File: src/rtl/cpu_mem_pkg.sv
// Memory-side encodings shared by the BRAM arbiter and the future cache/MMIO decoders.
package cpu_mem_pkg;

  typedef logic [1:0] owner_t;

  localparam owner_t OWNER_NONE = 2'd0;
  localparam owner_t OWNER_IF   = 2'd1;
  localparam owner_t OWNER_D    = 2'd2;

  localparam int STARVE_CNT_W = 4;

endpackage

File: src/rtl/bram_port_arbiter.sv
// Shares one single-port BRAM between instruction fetch and load/store.
// Data wins by default; a starvation counter forces IF through after STARVE_LIMIT D grants.
module bram_port_arbiter
  import cpu_mem_pkg::*;
#(
  parameter int WIDTH        = 32,
  parameter int STARVE_LIMIT = 4
) (
  input  logic             clk,
  input  logic             rst_n,
  input  logic             if_req,
  input  logic [31:0]      if_addr,
  output logic             if_gnt,
  output logic             if_rvalid,
  output logic [WIDTH-1:0] if_rdata,
  input  logic             d_req,
  input  logic             d_we,
  input  logic [31:0]      d_addr,
  input  logic [WIDTH-1:0] d_wdata,
  output logic             d_gnt,
  output logic             d_rvalid,
  output logic [WIDTH-1:0] d_rdata,
  output logic [31:0]      mem_address,
  output logic             mem_write_en,
  output logic [WIDTH-1:0] mem_write_data,
  input  logic [WIDTH-1:0] mem_read_data
);

  localparam logic [STARVE_CNT_W-1:0] LIMIT = STARVE_CNT_W'(STARVE_LIMIT);

  logic [STARVE_CNT_W-1:0] starve_cnt;
  owner_t                  resp_owner;

  // Grants are suppressed while reset is asserted so the RAM sees no write.
  always_comb begin
    if_gnt = 1'b0;
    d_gnt  = 1'b0;
    if (rst_n) begin
      if (d_req && !(if_req && (starve_cnt == LIMIT))) begin
        d_gnt = 1'b1;
      end else if (if_req) begin
        if_gnt = 1'b1;
      end
    end
  end

  assign mem_address    = if_gnt ? if_addr : d_addr;
  assign mem_write_en   = d_gnt & d_we;
  assign mem_write_data = d_wdata;

  always_ff @(posedge clk or negedge rst_n) begin
    if (!rst_n) begin
      resp_owner <= OWNER_NONE;
      starve_cnt <= '0;
      if_rvalid  <= 1'b0;
      d_rvalid   <= 1'b0;
    end else begin
      if_rvalid <= if_gnt;
      d_rvalid  <= d_gnt;
      if (if_gnt) begin
        resp_owner <= OWNER_IF;
      end else if (d_gnt) begin
        resp_owner <= OWNER_D;
      end else begin
        resp_owner <= OWNER_NONE;
      end
      if (if_gnt || !if_req) begin
        starve_cnt <= '0;
      end else if (d_gnt && (starve_cnt != LIMIT)) begin
        starve_cnt <= starve_cnt + 1'b1;
      end
    end
  end

  // The RAM output register already holds the response; only route it to its owner.
  assign if_rdata = (resp_owner == OWNER_IF) ? mem_read_data : '0;
  assign d_rdata  = (resp_owner == OWNER_D)  ? mem_read_data : '0;

endmodule
File: config.mk
export PLATFORM = sky130hd
export DESIGN_NAME = bram_port_arbiter
export DESIGN_NICKNAME = d
export VERILOG_FILES = /design/src/rtl/cpu_mem_pkg.sv /design/src/rtl/bram_port_arbiter.sv
export SDC_FILE = /design/constraint.sdc
export NUM_CORES = 1
export LEC_CHECK = 0
export CAP_MARGIN = 20
export CORE_AREA = 2 2 103 105
export CTS_CLUSTER_SIZE = 10
export DETAILED_ROUTE_END_ITERATION = 12
export DIE_AREA = 0 0 105 107
export PLACE_DENSITY_LB_ADDON = 0.1
export SLEW_MARGIN = 20
export SYNTH_ARGS = -nofsm -noshare
export SYNTH_HDL_FRONTEND = slang
export SYNTH_SLANG_ARGS = --single-unit
File: constraint.sdc
create_clock -name clk -period 5 [get_ports clk]
set_clock_uncertainty 0.15 [all_clocks]
set_input_delay 1 -clock clk [delete_from_list [all_inputs] [get_ports clk]]
set_output_delay 1 -clock clk [all_outputs]
set_load 0.1 [all_outputs]
After elaboration in Yosys (flattened, before gate mapping)
Cells that the tools add are included.
Cells by class
  equal/unequal tests: 4
  reductions and logical operators: 7
  muxes and demuxes: 12
  $mul: 0
  magnitude comparators: 0
  add/subtract/negate cells: 1
  shift operators: 0
  bitwise gates (word level): 1
  div/mod/pow operators: 0
Operator list (count)
  two-way mux 32 bit: 3
  two-way mux 4 bit: 2
  two-way mux 1 bit: 5
  adder 4 x 1 -> 4 bit, second input constant: 1
  == test 4 x 3 -> 1 bit, second input constant: 1
  two-way mux 2 bit: 2
  != test 4 x 3 -> 1 bit, second input constant: 1
  logical AND 1 bit: 3
  == test 2 x 1 -> 1 bit, second input constant: 1
  == test 2 bit, second input constant: 1
  logical NOT 1 bit: 2
  nonzero test 2 bit: 1
  AND 1 bit: 1
  logical OR 1 bit: 1
Storage, ports and cells
  memories kept: 0
  input port bits: 133
  memory bits (writable): 0
  output and inout port bits: 133
  memory bits (read-only): 0
  bits in latches: 0
  flip-flop bits (word level): 8

Longest topological paths before layout
Gate-level depths: netlist (run 1).
  depth after elaboration: 9
  gate-level depth with buffers: 6

Worst setup path after synthesis (run 1)
Ideal clock, no wire load.
  kind: input to output
  start: in d_req
  end: out mem_write_en
  path slack: 1103 ps
  stages on the path: 3
  arrival time: 2747 ps
  required time: 3850 ps
  buffers on the path: 1
  cell sequence: buf_2 > o211a_1 > and2_1
On the way
  word-level cells in the longest chain between the ends: 4
RTL lines
  start, declared: line bram_port_arbiter.sv:16  | input logic d_req,
  logical AND 1 bit: line bram_port_arbiter.sv:39  | if (d_req && !(if_req && (starve_cnt == LIMIT))) begin
  two-way mux 1 bit: line bram_port_arbiter.sv:39
  two-way mux 1 bit: line bram_port_arbiter.sv:38  | if (rst_n) begin
  via d_gnt: line bram_port_arbiter.sv:20  | output logic d_gnt,
  AND 1 bit: line bram_port_arbiter.sv:48  | assign mem_write_en = d_gnt & d_we;
  end, declared: line bram_port_arbiter.sv:24  | output logic mem_write_en,
The timed path passes the listed nets, and every way through them passes these cells.

Final worst setup path (run 1)
  start: in if_req
  end: out mem_address[25]
On the way
  word-level cells in the longest chain between the ends: 6
RTL lines
  start, declared: line bram_port_arbiter.sv:11  | input logic if_req,
  logical AND 1 bit: line bram_port_arbiter.sv:39
  logical NOT 1 bit: line bram_port_arbiter.sv:39
  logical AND 1 bit: line bram_port_arbiter.sv:39
  two-way mux 1 bit *: line bram_port_arbiter.sv:39
  two-way mux 1 bit *: line bram_port_arbiter.sv:38
  two-way mux 32 bit *: line bram_port_arbiter.sv:47  | assign mem_address = if_gnt ? if_addr : d_addr;
  end, declared: line bram_port_arbiter.sv:23  | output logic [31:0] mem_address,
Mark *: on every way between the ends. The rest lies on a longest branch, timed or not.

==> impl_metrics.tcl, run 1 <==
set metrics [dict create \
    drcViolationCount 0 \
    n_antenna_cell 0 \
    hp-class "flop to flop" \
    netlist_instances 174 \
    cp-end-kind "output pin" \
    die_y_um 107 \
    start_kind "input pin" \
    sequentialPowerShare_pct 9.1 \
    clockBufferDepth 2 \
    syn_nets 309 \
    reg2reg_slack_ns 3.33 \
    grt_max_degree 33 \
    netSwitchingPower_w 0.000355 \
    start_util_pct 14.3 \
    arrival_ns 2.77 \
    hold_viol 0 \
    drive_gt1_share_pct 40.2 \
    maxCapViolations 0 \
    cts.clk_slew.worst_paths_ns 0.04 \
    synth_top_family_by_area "simple AND/OR/NAND/NOR gates" \
    die_width_um 105 \
    crit_type "input pin to output pin" \
    tns_ns 0 \
    period_minus_slack_ns 3.92 \
    synth_cell_types 23 \
    finalMaxSlewViolations 0 \
    via_per_inst 3.84 \
    track_usage_pct 10.3 \
    status "finished clean" \
    fillers 1043 \
    fin_crit_sh_pct 78.5 \
    fin_area_um2 3580 \
    synth.area.mux_share_pct 25.7 \
    area_growth_pct 147 \
    p_int_w 0.000304 \
    grt_pass1_vias 1837 \
    grt_overflow 0 \
    nets 477 \
    comb_power_share_pct 79.2 \
    first_pass_iters 4 \
    setup_viol 0 \
    vias 1832 \
    drt_wl_total_um 6390 \
    relSlewSlack_pct 32.4 \
    finalPower_w 0.000659 \
    post_drt_wl_per_cell_um 13.4 \
    synth_compound_area_share_pct 4.67 \
    yosysWarnings 0 \
    synth.top_cell.area_share_pct 28.1 \
    post-dp-hpwl_um 5670 \
    cts_hold_buf 0 \
    portBuffers 201 \
    post_cts_buffers 0 \
    worst-slew-pin-transition_ns 1.01 \
    drt-initial-drc-count 57 \
    synth_seq_area_share_pct 12.1 \
    ant_nets 0 \
    synth.largest_area_cell "and2_1" \
    cts-root-buf "clkbuf_8" \
    p_per_area_nw_per_um2 184 \
    crit_fanout 26 \
    synth-adder-area-share_pct 1.73 \
    synth-xor-area-share_pct 0 \
    cts_buffers 3 \
    rsz0062_at_grt "no" \
    synthSimpleGateAreaFrac_pct 34.0 \
    antenna_found_initial 0 \
    syn-cell-area_um2 1450 \
    ys_ff_latch 7 \
    cts_sinks 7 \
    gp_congestion 0.698 \
    fmax_ghz 0.255 \
    p_leak_nw 1.59 \
    fp-row-count 37 \
    cts_tree "yes" \
    h-tree-depth 1 \
    die-area_um2 11200 \
    cp.required_ns 3.85 \
    whs_ns 0.390 \
    cts_resized 0 \
    clkLatencyLatePin_ns 0.22 \
    grt_first_pass_wirelength_um 9320 \
    ir_worst_vdd_mv 0.111 \
    yosys-top-cells-area "and2_1 (28%), mux2_2 (23%), buf_4 (17%), dfrtp_1 (12%), mux2_1 (3.1%)" \
    place_area_um2 3540 \
    swShare_pct 53.9 \
    post_synth.cell_area_avg_um2 8.32 \
    coreArea_um2 10100 \
    power_frac_clock_pct 11.7 \
    pin_count 266 \
]
[kinds of logic after synthesis]
kind of cell	count (synthesis)
AOI/OAI and AO/OA	8
muxes	33
buffers and inverters	46
and+or+nand+nor	78
DFF	7
adders and majority gates	2
[worst max-delay path, cell delays in order]
cell and delay, ns:
clkdlybuf4s50_1 0.54, nand2_1 0.11, a21oi_4 0.31, buf_12 0.24, mux2_2 0.38, buf_12 0.17
[metrics by stage]
step / util [%] / cells / worst slack (ns)
global route: 35.5 / 477 / 0.967
floorplan: - / 174 / 1.10
global placement: 35.0 / 473 / 1.07
CTS: 35.5 / 477 / 1.04
finish: 35.5 / 477 / 1.08
detailed placement: 35.0 / 473 / 1.04
[power groups by stage]
stage	combinational (W)	sequential, W	clock (W)
3_5_place_dp	0.000526	0.0000608	0
3_3_place_gp	0.000526	0.0000607	0
4_1_cts	0.000527	0.0000601	0.0000797
5_1_grt	0.000539	0.0000603	0.0000835
2_1_floorplan	0.000435	0.0000659	0
6_report	0.000522	0.0000601	0.0000769
[synthesized netlist by cell type]
master    number
and2_1        65
buf_4         32
mux2_2        29
dfrtp_1        7
clkbuf_1       6
inv_1          4
mux2_1         4
nand2_1        4
buf_6          3
nor2b_1        3
ha_1           2
nand3_1        2
o211a_1        2
o21ai_0        2
a21boi_0       1
a21oi_1        1
a21oi_4        1
buf_2          1
nand2b_1       1
nand3b_4       1
nand4_1        1
nand4b_1       1
o32ai_1        1
[layer usage]
metal | GRT usage, % | vias up | part of all wire (%) | wire (µm)
met3 | 9.00 | 2 | 23 | 1450
met1 | 9.02 | 776 | 29 | 1860
met4 | 2.00 | 0 | 0.22 | 14
met2 | 18.0 | 181 | 48 | 3070
li1 | - | 873 | - | -
met5 | 0 | - | 0 | 0
[cell type report]
type | instances | area, µm² | area share (%)
well taps | 136 | 170 | 4.75
multi-input cells | 121 | 956 | 26.7
flip-flops and latches | 7 | 175 | 4.89
clock buffers | 4 | 45.0 | 1.26
inverters | 4 | 15.0 | 0.419
repair buffers | 205 | 2220 | 62.0
[layout by cell type (no fill, tap or decap), drive strengths merged]
cell type,count
clkbuf,4
nand2b,1
nand3,2
ha,2
nand3b,1
dfrtp,7
nand4,1
mux2,33
o211a,2
o21ai,2
nor2b,3
buf,103
clkdlybuf4s50,102
nand2,4
o32ai,1
a21oi,2
inv,4
and2,65
nand4b,1
a21boi,1
[path summary, 6_finish.rpt]
kind | start | to | depth (start not counted)
hold reg to reg | starve_cnt[1]$_DFFE_PN0P_ | starve_cnt[1]$_DFFE_PN0P_ | 2
hold / removal | starve_cnt[1]$_DFFE_PN0P_ | starve_cnt[1]$_DFFE_PN0P_ | 2
setup reg to reg | starve_cnt[0]$_DFFE_PN0P_ | resp_owner[0]$_DFF_PN0_ | 5
setup / recovery | if_req | mem_address[25] | 6
max in group asynchronous | rst_n | resp_owner[1]$_DFF_PN0_ | 2
min in group asynchronous | rst_n | starve_cnt[1]$_DFFE_PN0P_ | 2
[flip-flops by register name, indices dropped and copies added, names as in the netlist]
register,cells
starve_cnt,4
d_rvalid,1
resp_owner,2
Power figures use the tool's default switching activity.
==> inputs of run 2 (changes only) <==
- CORE_AREA: 2 2 103 105 -> 2 2 102 104
- DIE_AREA: 0 0 105 107 -> 0 0 104 106
- clock period: 5 -> 3.5 ns (I/O delays scaled with it)
==> run 2 against run 1 <==
Net effect: non-clock buffer count increased by 1; worst hold slack got worse by 0.024 ns; critical path type unchanged; count of clock-buffer cells in the layout unchanged; final cell count increased by 0.21%; largest power group unchanged; combinational power increased by 57%; critical path depth unchanged; worst setup slack got worse by 0.75 ns; via count decreased by 0.44%; die area decreased by 1.9%; highest routed layer unchanged; sequential share of layout area decreased by 0.92 points; sequential power increased by 43%; register-to-register slack got worse by 1.3 ns.
==> impl_metrics.tcl, run 2 (synthesis results as in run 1) <==
set metrics [dict create \
    period_minus_slack_ns 3.17 \
    gp_congestion 0.711 \
    place_area_um2 4360 \
    maxCapViolations 0 \
    die_width_um 104 \
    tns_ns 0 \
    coreArea_um2 10000 \
    p_leak_nw 1.80 \
    ir_worst_vdd_mv 0.145 \
    drt-initial-drc-count 16 \
    pin_count 266 \
    drcViolationCount 0 \
    use_met1_pct 13.7 \
    cts_buffers 3 \
    fin_crit_sh_pct 90.7 \
    p_per_area_nw_per_um2 231 \
    die-area_um2 11000 \
    crit_type "input pin to output pin" \
    grt_overflow 0 \
    portBuffers 201 \
    crit_fanout 33 \
    use_met3_pct 7.91 \
    fp-row-count 37 \
    worst-slew-pin-transition_ns 0.289 \
    nets 478 \
    cts.clk_slew.worst_paths_ns 0.04 \
    via_per_inst 3.82 \
    hold_viol 0 \
    n_antenna_cell 0 \
    fmax_ghz 0.315 \
    status "finished clean" \
    clockBufferDepth 2 \
    post-dp-hpwl_um 6140 \
    start_util_pct 14.5 \
    cts_resized 0 \
    layout_setup_ws_ns 0.326 \
    grt_pass1_vias 1975 \
    drive_gt1_share_pct 40.9 \
    ant_nets 0 \
    cts_sinks 7 \
    arrival_ns 2.32 \
    top_register "starve_cnt" \
    die_y_um 106 \
    hp-class "flop to flop" \
    h-tree-depth 1 \
    cpMaxStageDelayCell "clkdlybuf4s50_1" \
    largest_register_ffs 4 \
    use_met2_pct 18.4 \
    grt.busiest_layer "met2" \
    finalMaxSlewViolations 0 \
    finalPower_w 0.00102 \
    fin_cells 478 \
    antenna_found_initial 0 \
    dp.cells 474 \
    post_cts_buffers 0 \
    post_drt_wl_per_cell_um 14.5 \
    grt_max_degree 34 \
    cp.required_ns 2.65 \
    cts-root-buf "clkbuf_8" \
    track_usage_pct 11.8 \
    rsz0062_at_grt "no" \
    vias 1824 \
    place_ws_ns 0.318 \
    drt_wl_total_um 6910 \
    hold_depth 1 \
    path_common_cell "buf_12" \
    rr_worst_depth 5 \
    critPathMaxStageDelay_ns 0.55 \
    area_growth_pct 205 \
    grt_first_pass_wirelength_um 10500 \
    first_pass_iters 4 \
    clkLatencyLatePin_ns 0.22 \
    setup_viol 0 \
    relSlewSlack_pct 80.9 \
    fillers 977 \
    start_kind "input pin" \
    cts_tree "yes" \
    cts_hold_buf 0 \
    reg.largest.list "starve_cnt: 4 flops, resp_owner: 2 flops, d_rvalid: 1 flops" \
    cp-end-kind "output pin" \
    fin_area_um2 4410 \
    mostFrequentLayoutCells "clkdlybuf4s50_1 (100), buf_12 (100), and2_1 (65)" \
    cp_cell_sequence "clkdlybuf4s50_1, nand2_1, a21oi_4, buf_12, mux2_1, buf_12" \
]
-- run 2: cell count changes in the layout (fill, tap and decap cells not counted) --
cell / previous run / this run
buf_12: 34 / 100
clkdlybuf4s50_1: 102 / 100
buf_4: 69 / 6
-- run 2: metal layers --
metal / up-vias / share of wire, %
met5: - / 0
met1: 774 / 40
li1: 869 / -
met4: 0 / 0.32
met3: 2 / 17
met2: 179 / 43
-- run 2: power by group --
part           leakage (nW)  switching (W)  internal, W  total [W]
logic                  1.68       0.000489     0.000333   0.000822
clock network        0.0228      0.0000335    0.0000787   0.000112
registers            0.0944     0.00000204    0.0000839  0.0000859
total                  1.80       0.000525     0.000495    0.00102
-- run 2: critical path: cells and delay by family --
kind	cells	cell delay, ns
AND/OR/NAND/NOR	1	0.11
buffers and inverters	3	0.96
AO/OA/AOI/OAI	1	0.15
multiplexers	1	0.39
-- run 2: layout make-up --
cell class,count,area [µm²],share of cell area [%]
Clock buffer,4,45.0,1.02
Sequential cell,7,175,3.97
Multi-Input combinational cell,121,956,21.7
Timing Repair Buffer,206,3050,69.1
Tap cell,136,170,3.86
Inverter,4,15.0,0.341
-- run 2: final timing paths --
kind	start	endpoint	slack [ns]
min reg2reg	starve_cnt[3]$_DFFE_PN0P_	starve_cnt[3]$_DFFE_PN0P_	0.37
max	if_req	mem_address[21]	0.33
min	starve_cnt[3]$_DFFE_PN0P_	starve_cnt[3]$_DFFE_PN0P_	0.37
max reg2reg	starve_cnt[0]$_DFFE_PN0P_	starve_cnt[3]$_DFFE_PN0P_	2.03
min in group asynchronous	rst_n	resp_owner[0]$_DFF_PN0_	0.67
max in group asynchronous	rst_n	starve_cnt[1]$_DFFE_PN0P_	2.38
-- run 2: metrics by stage --
stage	hold WS (ns)	util (%)
3_5_place_dp	0.364	43.6
3_3_place_gp	0.358	43.6
2_1_floorplan	0.254	-
6_report	0.366	44.1
4_1_cts	0.370	44.1
5_1_grt	0.392	44.1
==> inputs of run 3 (changes only) <==
- CTS_CLUSTER_SIZE: 10 -> not set
- GPL_ROUTABILITY_DRIVEN: not set -> 0
==> results of run 3 <==
Same layout as run 2: the final DEF is identical, and so are final timing and power.
